--- src/rtl/gmii_to_rgmii_tx.sv ---
// GMII (8-bit SDR) to RGMII (4-bit DDR) transmit converter with an optional inter-frame-gap guard.
// Define GMII_TX_IFG_GUARD_EN to compile in the guard FSM and the drop counter.
module gmii_to_rgmii_tx #(
    parameter int IFG_MIN = 12,
    parameter int CNT_W   = 16
) (
    input  logic             gmii_tx_clk,
    input  logic             sys_rst_n,
    input  logic             gmii_tx_en,
    input  logic             gmii_tx_er,
    input  logic [7:0]       gmii_txd,
    output logic             rgmii_tx_clk,
    output logic [3:0]       rgmii_txd,
    output logic             rgmii_tx_ctl,
    output logic [CNT_W-1:0] tx_frame_cnt,
    output logic [CNT_W-1:0] tx_drop_cnt
);
    localparam int IFG_W = $clog2(IFG_MIN + 1);

    logic             r_s1_en;
    logic             r_s1_er;
    logic [7:0]       r_s1_d;
    logic [3:0]       r_d_rise;
    logic [3:0]       r_d_fall;
    logic             r_c_rise;
    logic             r_c_fall;
    logic [3:0]       r_q_rise;
    logic [3:0]       r_q_fall;
    logic             r_qc_rise;
    logic             r_qc_fall;
    logic [CNT_W-1:0] r_frame_cnt;
    logic             w_fwd;
    logic             w_frame_end;

`ifdef GMII_TX_IFG_GUARD_EN
    typedef enum logic [1:0] {S_IDLE, S_FRAME, S_DROP} state_t;

    state_t           r_state;
    state_t           w_state_nxt;
    logic [IFG_W-1:0] r_ifg_cnt;
    logic [CNT_W-1:0] r_drop_cnt;
    logic             w_drop_start;

    always_ff @(posedge gmii_tx_clk) begin
        if (!sys_rst_n) r_state <= S_IDLE;
        else            r_state <= w_state_nxt;
    end

    // Decision is taken on the raw inputs so the first byte of a frame is already gated.
    always_comb begin
        w_state_nxt  = r_state;
        w_fwd        = 1'b1;
        w_frame_end  = 1'b0;
        w_drop_start = 1'b0;
        case (r_state)
            S_IDLE: begin
                if (gmii_tx_en) begin
                    if (r_ifg_cnt >= IFG_W'(IFG_MIN)) begin
                        w_state_nxt = S_FRAME;
                    end else begin
                        w_state_nxt  = S_DROP;
                        w_fwd        = 1'b0;
                        w_drop_start = 1'b1;
                    end
                end
            end
            S_FRAME: begin
                if (!gmii_tx_en) begin
                    w_state_nxt = S_IDLE;
                    w_frame_end = 1'b1;
                end
            end
            S_DROP: begin
                w_fwd = 1'b0;
                if (!gmii_tx_en) w_state_nxt = S_IDLE;
            end
            default: w_state_nxt = S_IDLE;
        endcase
    end

    // Gap is measured from the last forwarded frame; dropped frames do not restart it.
    always_ff @(posedge gmii_tx_clk) begin
        if (!sys_rst_n)
            r_ifg_cnt <= IFG_W'(IFG_MIN);
        else if (w_frame_end)
            r_ifg_cnt <= IFG_W'(1);
        else if (r_state != S_FRAME && r_ifg_cnt < IFG_W'(IFG_MIN))
            r_ifg_cnt <= r_ifg_cnt + IFG_W'(1);
    end

    always_ff @(posedge gmii_tx_clk) begin
        if (!sys_rst_n)        r_drop_cnt <= '0;
        else if (w_drop_start) r_drop_cnt <= r_drop_cnt + CNT_W'(1);
    end

    assign tx_drop_cnt = r_drop_cnt;
`else
    logic r_prev_en;

    always_ff @(posedge gmii_tx_clk) begin
        if (!sys_rst_n) r_prev_en <= 1'b0;
        else            r_prev_en <= gmii_tx_en;
    end

    assign w_fwd       = 1'b1;
    assign w_frame_end = r_prev_en & ~gmii_tx_en;
    assign tx_drop_cnt = '0;
`endif

    always_ff @(posedge gmii_tx_clk) begin
        if (!sys_rst_n)       r_frame_cnt <= '0;
        else if (w_frame_end) r_frame_cnt <= r_frame_cnt + CNT_W'(1);
    end

    assign tx_frame_cnt = r_frame_cnt;

    always_ff @(posedge gmii_tx_clk) begin
        if (!sys_rst_n) begin
            r_s1_en <= 1'b0;
            r_s1_er <= 1'b0;
            r_s1_d  <= 8'h00;
        end else begin
            r_s1_en <= gmii_tx_en & w_fwd;
            r_s1_er <= gmii_tx_er & w_fwd;
            r_s1_d  <= w_fwd ? gmii_txd : 8'h00;
        end
    end

    always_ff @(posedge gmii_tx_clk) begin
        if (!sys_rst_n) begin
            r_d_rise <= 4'h0;
            r_d_fall <= 4'h0;
            r_c_rise <= 1'b0;
            r_c_fall <= 1'b0;
        end else begin
            r_d_rise <= r_s1_d[3:0];
            r_d_fall <= r_s1_d[7:4];
            r_c_rise <= r_s1_en;
            r_c_fall <= r_s1_en ^ r_s1_er;
        end
    end

    // SAME_EDGE ODDR: both halves captured on the rising edge, then muxed by the clock level.
    always_ff @(posedge gmii_tx_clk) begin
        if (!sys_rst_n) begin
            r_q_rise  <= 4'h0;
            r_q_fall  <= 4'h0;
            r_qc_rise <= 1'b0;
            r_qc_fall <= 1'b0;
        end else begin
            r_q_rise  <= r_d_rise;
            r_q_fall  <= r_d_fall;
            r_qc_rise <= r_c_rise;
            r_qc_fall <= r_c_fall;
        end
    end

    assign rgmii_tx_clk = gmii_tx_clk;
    assign rgmii_txd    = gmii_tx_clk ? r_q_rise  : r_q_fall;
    assign rgmii_tx_ctl = gmii_tx_clk ? r_qc_rise : r_qc_fall;

endmodule
--- config.mk ---
export PLATFORM = sky130hd
export DESIGN_NAME = gmii_to_rgmii_tx
export DESIGN_NICKNAME = d
export VERILOG_FILES = /design/src/rtl/gmii_to_rgmii_tx.sv
export SDC_FILE = /design/constraint.sdc
export NUM_CORES = 1
export LEC_CHECK = 0
export BUFFER_PORTS_ARGS = -buffer_cell sky130_fd_sc_hd__buf_2
export CAP_MARGIN = 5
export CELL_PAD_IN_SITES_DETAIL_PLACEMENT = 1
export CELL_PAD_IN_SITES_GLOBAL_PLACEMENT = 1
export CORE_MARGIN = 4
export CORE_UTILIZATION = 30
export DETAILED_ROUTE_END_ITERATION = 6
export PLACE_DENSITY = 0.7
export SLEW_MARGIN = 15
export SYNTH_ARGS = -nofsm -noshare
export SYNTH_HDL_FRONTEND = slang
export SYNTH_SLANG_ARGS = --single-unit
--- constraint.sdc ---
create_clock -name gmii_tx_clk -period 1.77 [get_ports gmii_tx_clk]
set_input_delay 0.2655 -clock gmii_tx_clk [delete_from_list [all_inputs] [get_ports gmii_tx_clk]]
set_output_delay 0.2655 -clock gmii_tx_clk [all_outputs]
set_load 0.01 [all_outputs]
# [Word-level counts from Yosys, hierarchy flattened]
# Index checks and enable logic that the tools add are counted.
[op_classes] mux=2 magnitude_cmp=0 n_bitwise=3 n_shift=0 eq_ne=0 div_mod_pow=0 add_sub_neg=1 reduce_logical=0 n_mul=0
[ops] op="$add 16x1->16 const B" count=1
[ops] op="$mux 4" count=1
[ops] op="$and 1x1->1" count=1
[ops] op="$mux 1" count=1
[ops] op="$not 1->1" count=1
[ops] op="$xor 1x1->1" count=1
[totals] input_bits=12 out_inout_bits=38 ramBits=0 mem_count=0 mem_bits_ro=0 elab_cells=18 latch_bits=0 reg_bits=46

# [Logic depth before layout (Yosys ltp)]
[logic_depth] depth_word=2 mapped_depth=6 depth_no_buf=5

==> impl_metrics.csv <==
group,metric,value,unit
routing,drt-total-wl,3430,um
routing,detail-route-antenna-nets,0,
timing,relSlewSlack,64.91,%
global_route,grt.total_usage,10.73,%
pwr,p_per_area,1095,nW/um^2
routing,drtIter0Drc,41,
finish,layout-drive-gt1-share,31.16,%
critical_path,cp_num_buf_inv,3,
timing,rsz0062_at_grt,"true",
synthesis,syn_inst,166,
timing,max_slew.worst_pin.slew,0.5231,ns
global_route,grt_overflow,0,
run_status,status,"complete, but fails checks",
worst_hold_path,hold_class,"input port to register",
place,io_buffers,33,
floorplanning,dieWidth,83.67,um
pwr,power_frac_seq,45.4,%
synthesis,yosysWarnings,0,
place,dp_hpwl,2434,um
timing,clock_skew,0.009297,ns
floorplanning,dieArea,7001,um^2
routing,met1_length,1449,um
global_route,grt_first_pass_wirelength,5658,um
floorplanning,die_height,83.67,um
synthesis,synth_top_flop_cell,"dfxtp_1",
synthesis,ys_types,30,
finish,final_cells,287,
pwr,power.leakage,0.9798,nW
routing,avgRoutedWirePerCell,11.95,um
finish,nFillCells,671,
synthesis,synth_area_per_cell,10.35,um^2
synthesis,ys_ff_latch,46,
flow_run,maxCapViolations,0,
timing,finalHoldViolations,0,
synthesis,synth_largest_area_cell,"dfxtp_1",
synthesis,seq_area_frac_synth,53.61,%
place,dp_cells,273,
routing,vias_per_cell,4.164,
routing,wl_met2,1633,um
critical_path,crit_path_top_delay_cell,"mux2_4",
synthesis,synth_top_area_share,53.61,%
pwr,switchingPower,0.6089,mW
cts,hold_buffers,0,
finish,final_cell_area,2160,um^2
finish,antennaDiodeCount,0,
place,gp_congestion,0.7639,
critical_path,crit_chain,"buf_8, buf_8, mux2_4, buf_6",
place,post_dp_cell_area,1951,um^2
finish,nNetsFinal,226,
cts,cts_tree,"done",
routing,route.met3.wl,215,um
global_route,antenna_found_initial,0,
critical_path,worst_ep_required_time,1.50,ns
critical_path,cp_common_cell,"buf_8",
floorplanning,rows,27,
finish,final_core_util,38.98,%
pwr,p_int,1.755,mW
finish,layout_commonest_cell,"dfxtp_1",
timing,finalWorstSetupSlack,-0.009309,ns
cts,clk_pin_slew,0.10,ns
finish,ff_latch_area,923.4,um^2
synthesis,syn-cell-area,1718,um^2
synthesis,async_flop_share,0,%
finish,multi_input_area,710.7,um^2
synthesis,synth_edf_count,0,
routing,top_layer,"met4",
critical_path,cp-end-kind,"output pin",
critical_path,worstPathArrival,1.51,ns
pwr,p_comb_share,3.2,%
critical_path,path_class,"clock port to output pin",
routing,drt_first_pass_iters,4,
routing,vias,1195,
synthesis,synth_top_cells_by_area,"dfxtp_1 54%, and2_1 11%, buf_4 7.4%",
cts,clock_latency,0.42,ns
finish,layout_common_cells,"44 x dfxtp_1, 29 x and2_1, 28 x buf_2",
pwr,vdd_drop_max,0.4863,mV
floorplanning,initial_core_util,31.01,%
pwr,power.share.clock,51.4,%
timing,report.final.slew_viol_count,0,
global_route,grt_max_degree,30,
critical_path,slowest_delay,0.29,ns
run_status,violations,"setup timing",
global_route,grt_pass1_vias,1292,
pwr,p_sw_share,25.76,%
critical_path,start_kind,"clock port",
floorplanning,core-area,5540,um^2
critical_path,crit_family,"buffers and inverters",
floorplanning,ioPinCount,50,
pwr,total_power,2.364,mW
finish,area_growth_syn_to_layout,25.71,%
routing,drc,0,
critical_path,path_max_fanout,3,
timing,setup_viol,2,
==> flip-flops by register name (all words and copies together), names as in the netlist <==
name and count:
r_q_rise 4, r_s1_en 1, r_qc_fall 1, r_s1_er 1, r_q_fall 4, r_c_rise 1, r_c_fall 1, r_d_rise 4
tx_frame_cnt 16, r_qc_rise 1, r_s1_d 8, r_d_fall 4
==> cell families (layout without fill, tap and decap cells) <==
kind of cell | Yosys count | count (layout) | share of synthesized area (%)
DFF | 46 | 46 | 53.61
adders and majority gates | 1 | 1 | 0.7282
other | 1 | 16 | 0.2183
muxes | 6 | 6 | 3.860
buffers and inverters | 23 | 57 | 8.739
AOI/OAI and AO/OA | 6 | 6 | 1.747
and+or+nand+nor | 70 | 70 | 24.47
xor gates and xnor gates | 13 | 13 | 6.628
==> stage by stage <==
stage,setup TNS (ns),hold slack (ns),setup WS [ns]
3_5_place_dp,0,0.3661,0.06592
2_1_floorplan,0,0.3573,0.1491
4_1_cts,-0.2276,0.03092,-0.05720
3_3_place_gp,0,0.3661,0.1212
5_1_grt,-0.07581,0.02589,-0.02554
6_report,-0.01752,0.04733,-0.009309
==> repair_timing <==
action | CTS | global route
buffers inserted | 1 | 0
setup endpoints to repair | 5 | 6
cloned | 0 | 0
resized for setup | 6 | 6
==> layout make-up <==
type	count	area share, %
clock buffers	17	9.270
clock inverters	3	1.333
inverters	1	0.1738
multi-input cells	112	32.91
flip-flops and latches	46	42.76
well taps	72	4.171
repair buffers	36	9.386
==> layer usage <==
layer,up-vias,GRT usage [%]
met5,-,0
met2,39,15.69
met4,0,9.649
met3,12,6.022
li1,601,-
met1,543,10.76
==> synth_stat cells (all sizes together), types with 2 or more instances <==
| cell | n |
|---|---|
| dfxtp | 46 |
| and2 | 29 |
| buf | 18 |
| nor2 | 14 |
| xor2 | 9 |
| nand2 | 6 |
| mux2 | 5 |
| nand4 | 5 |
| clkbuf | 4 |
| xnor2 | 4 |
| a21oi | 3 |
| nand3 | 3 |
| o21ai | 3 |
| or3 | 3 |
| and3 | 2 |
| and4 | 2 |
==> power by group through the flow <==
stage          sequential [mW]  clock, mW  combinational (mW)
2_1_floorplan             1.10      0.108              0.0759
3_3_place_gp              1.10      0.109              0.0758
3_5_place_dp              1.10      0.109              0.0773
4_1_cts                   1.07       1.24              0.0775
5_1_grt                   1.08       1.32              0.0885
6_report                  1.07       1.21              0.0766
==> final timing paths <==
| kind | slack, ns | from | cells past startpoint | endpoint |
|---|---|---|---|---|
| worst max-delay path | -0.009 | gmii_tx_clk | 4 | rgmii_txd[1] |
| worst min-delay path | 0.05 | gmii_txd[6] | 2 | r_s1_d[6]$_SDFF_PN0_ |
| worst max register to register | 0.10 | tx_frame_cnt[6]$_SDFFE_PN0P_ | 4 | tx_frame_cnt[15]$_SDFFE_PN0P_ |
| worst min register to register | 0.44 | r_d_rise[3]$_SDFF_PN0_ | 1 | r_q_rise[3]$_SDFF_PN0_ |
Power figures use the tool's default switching activity.
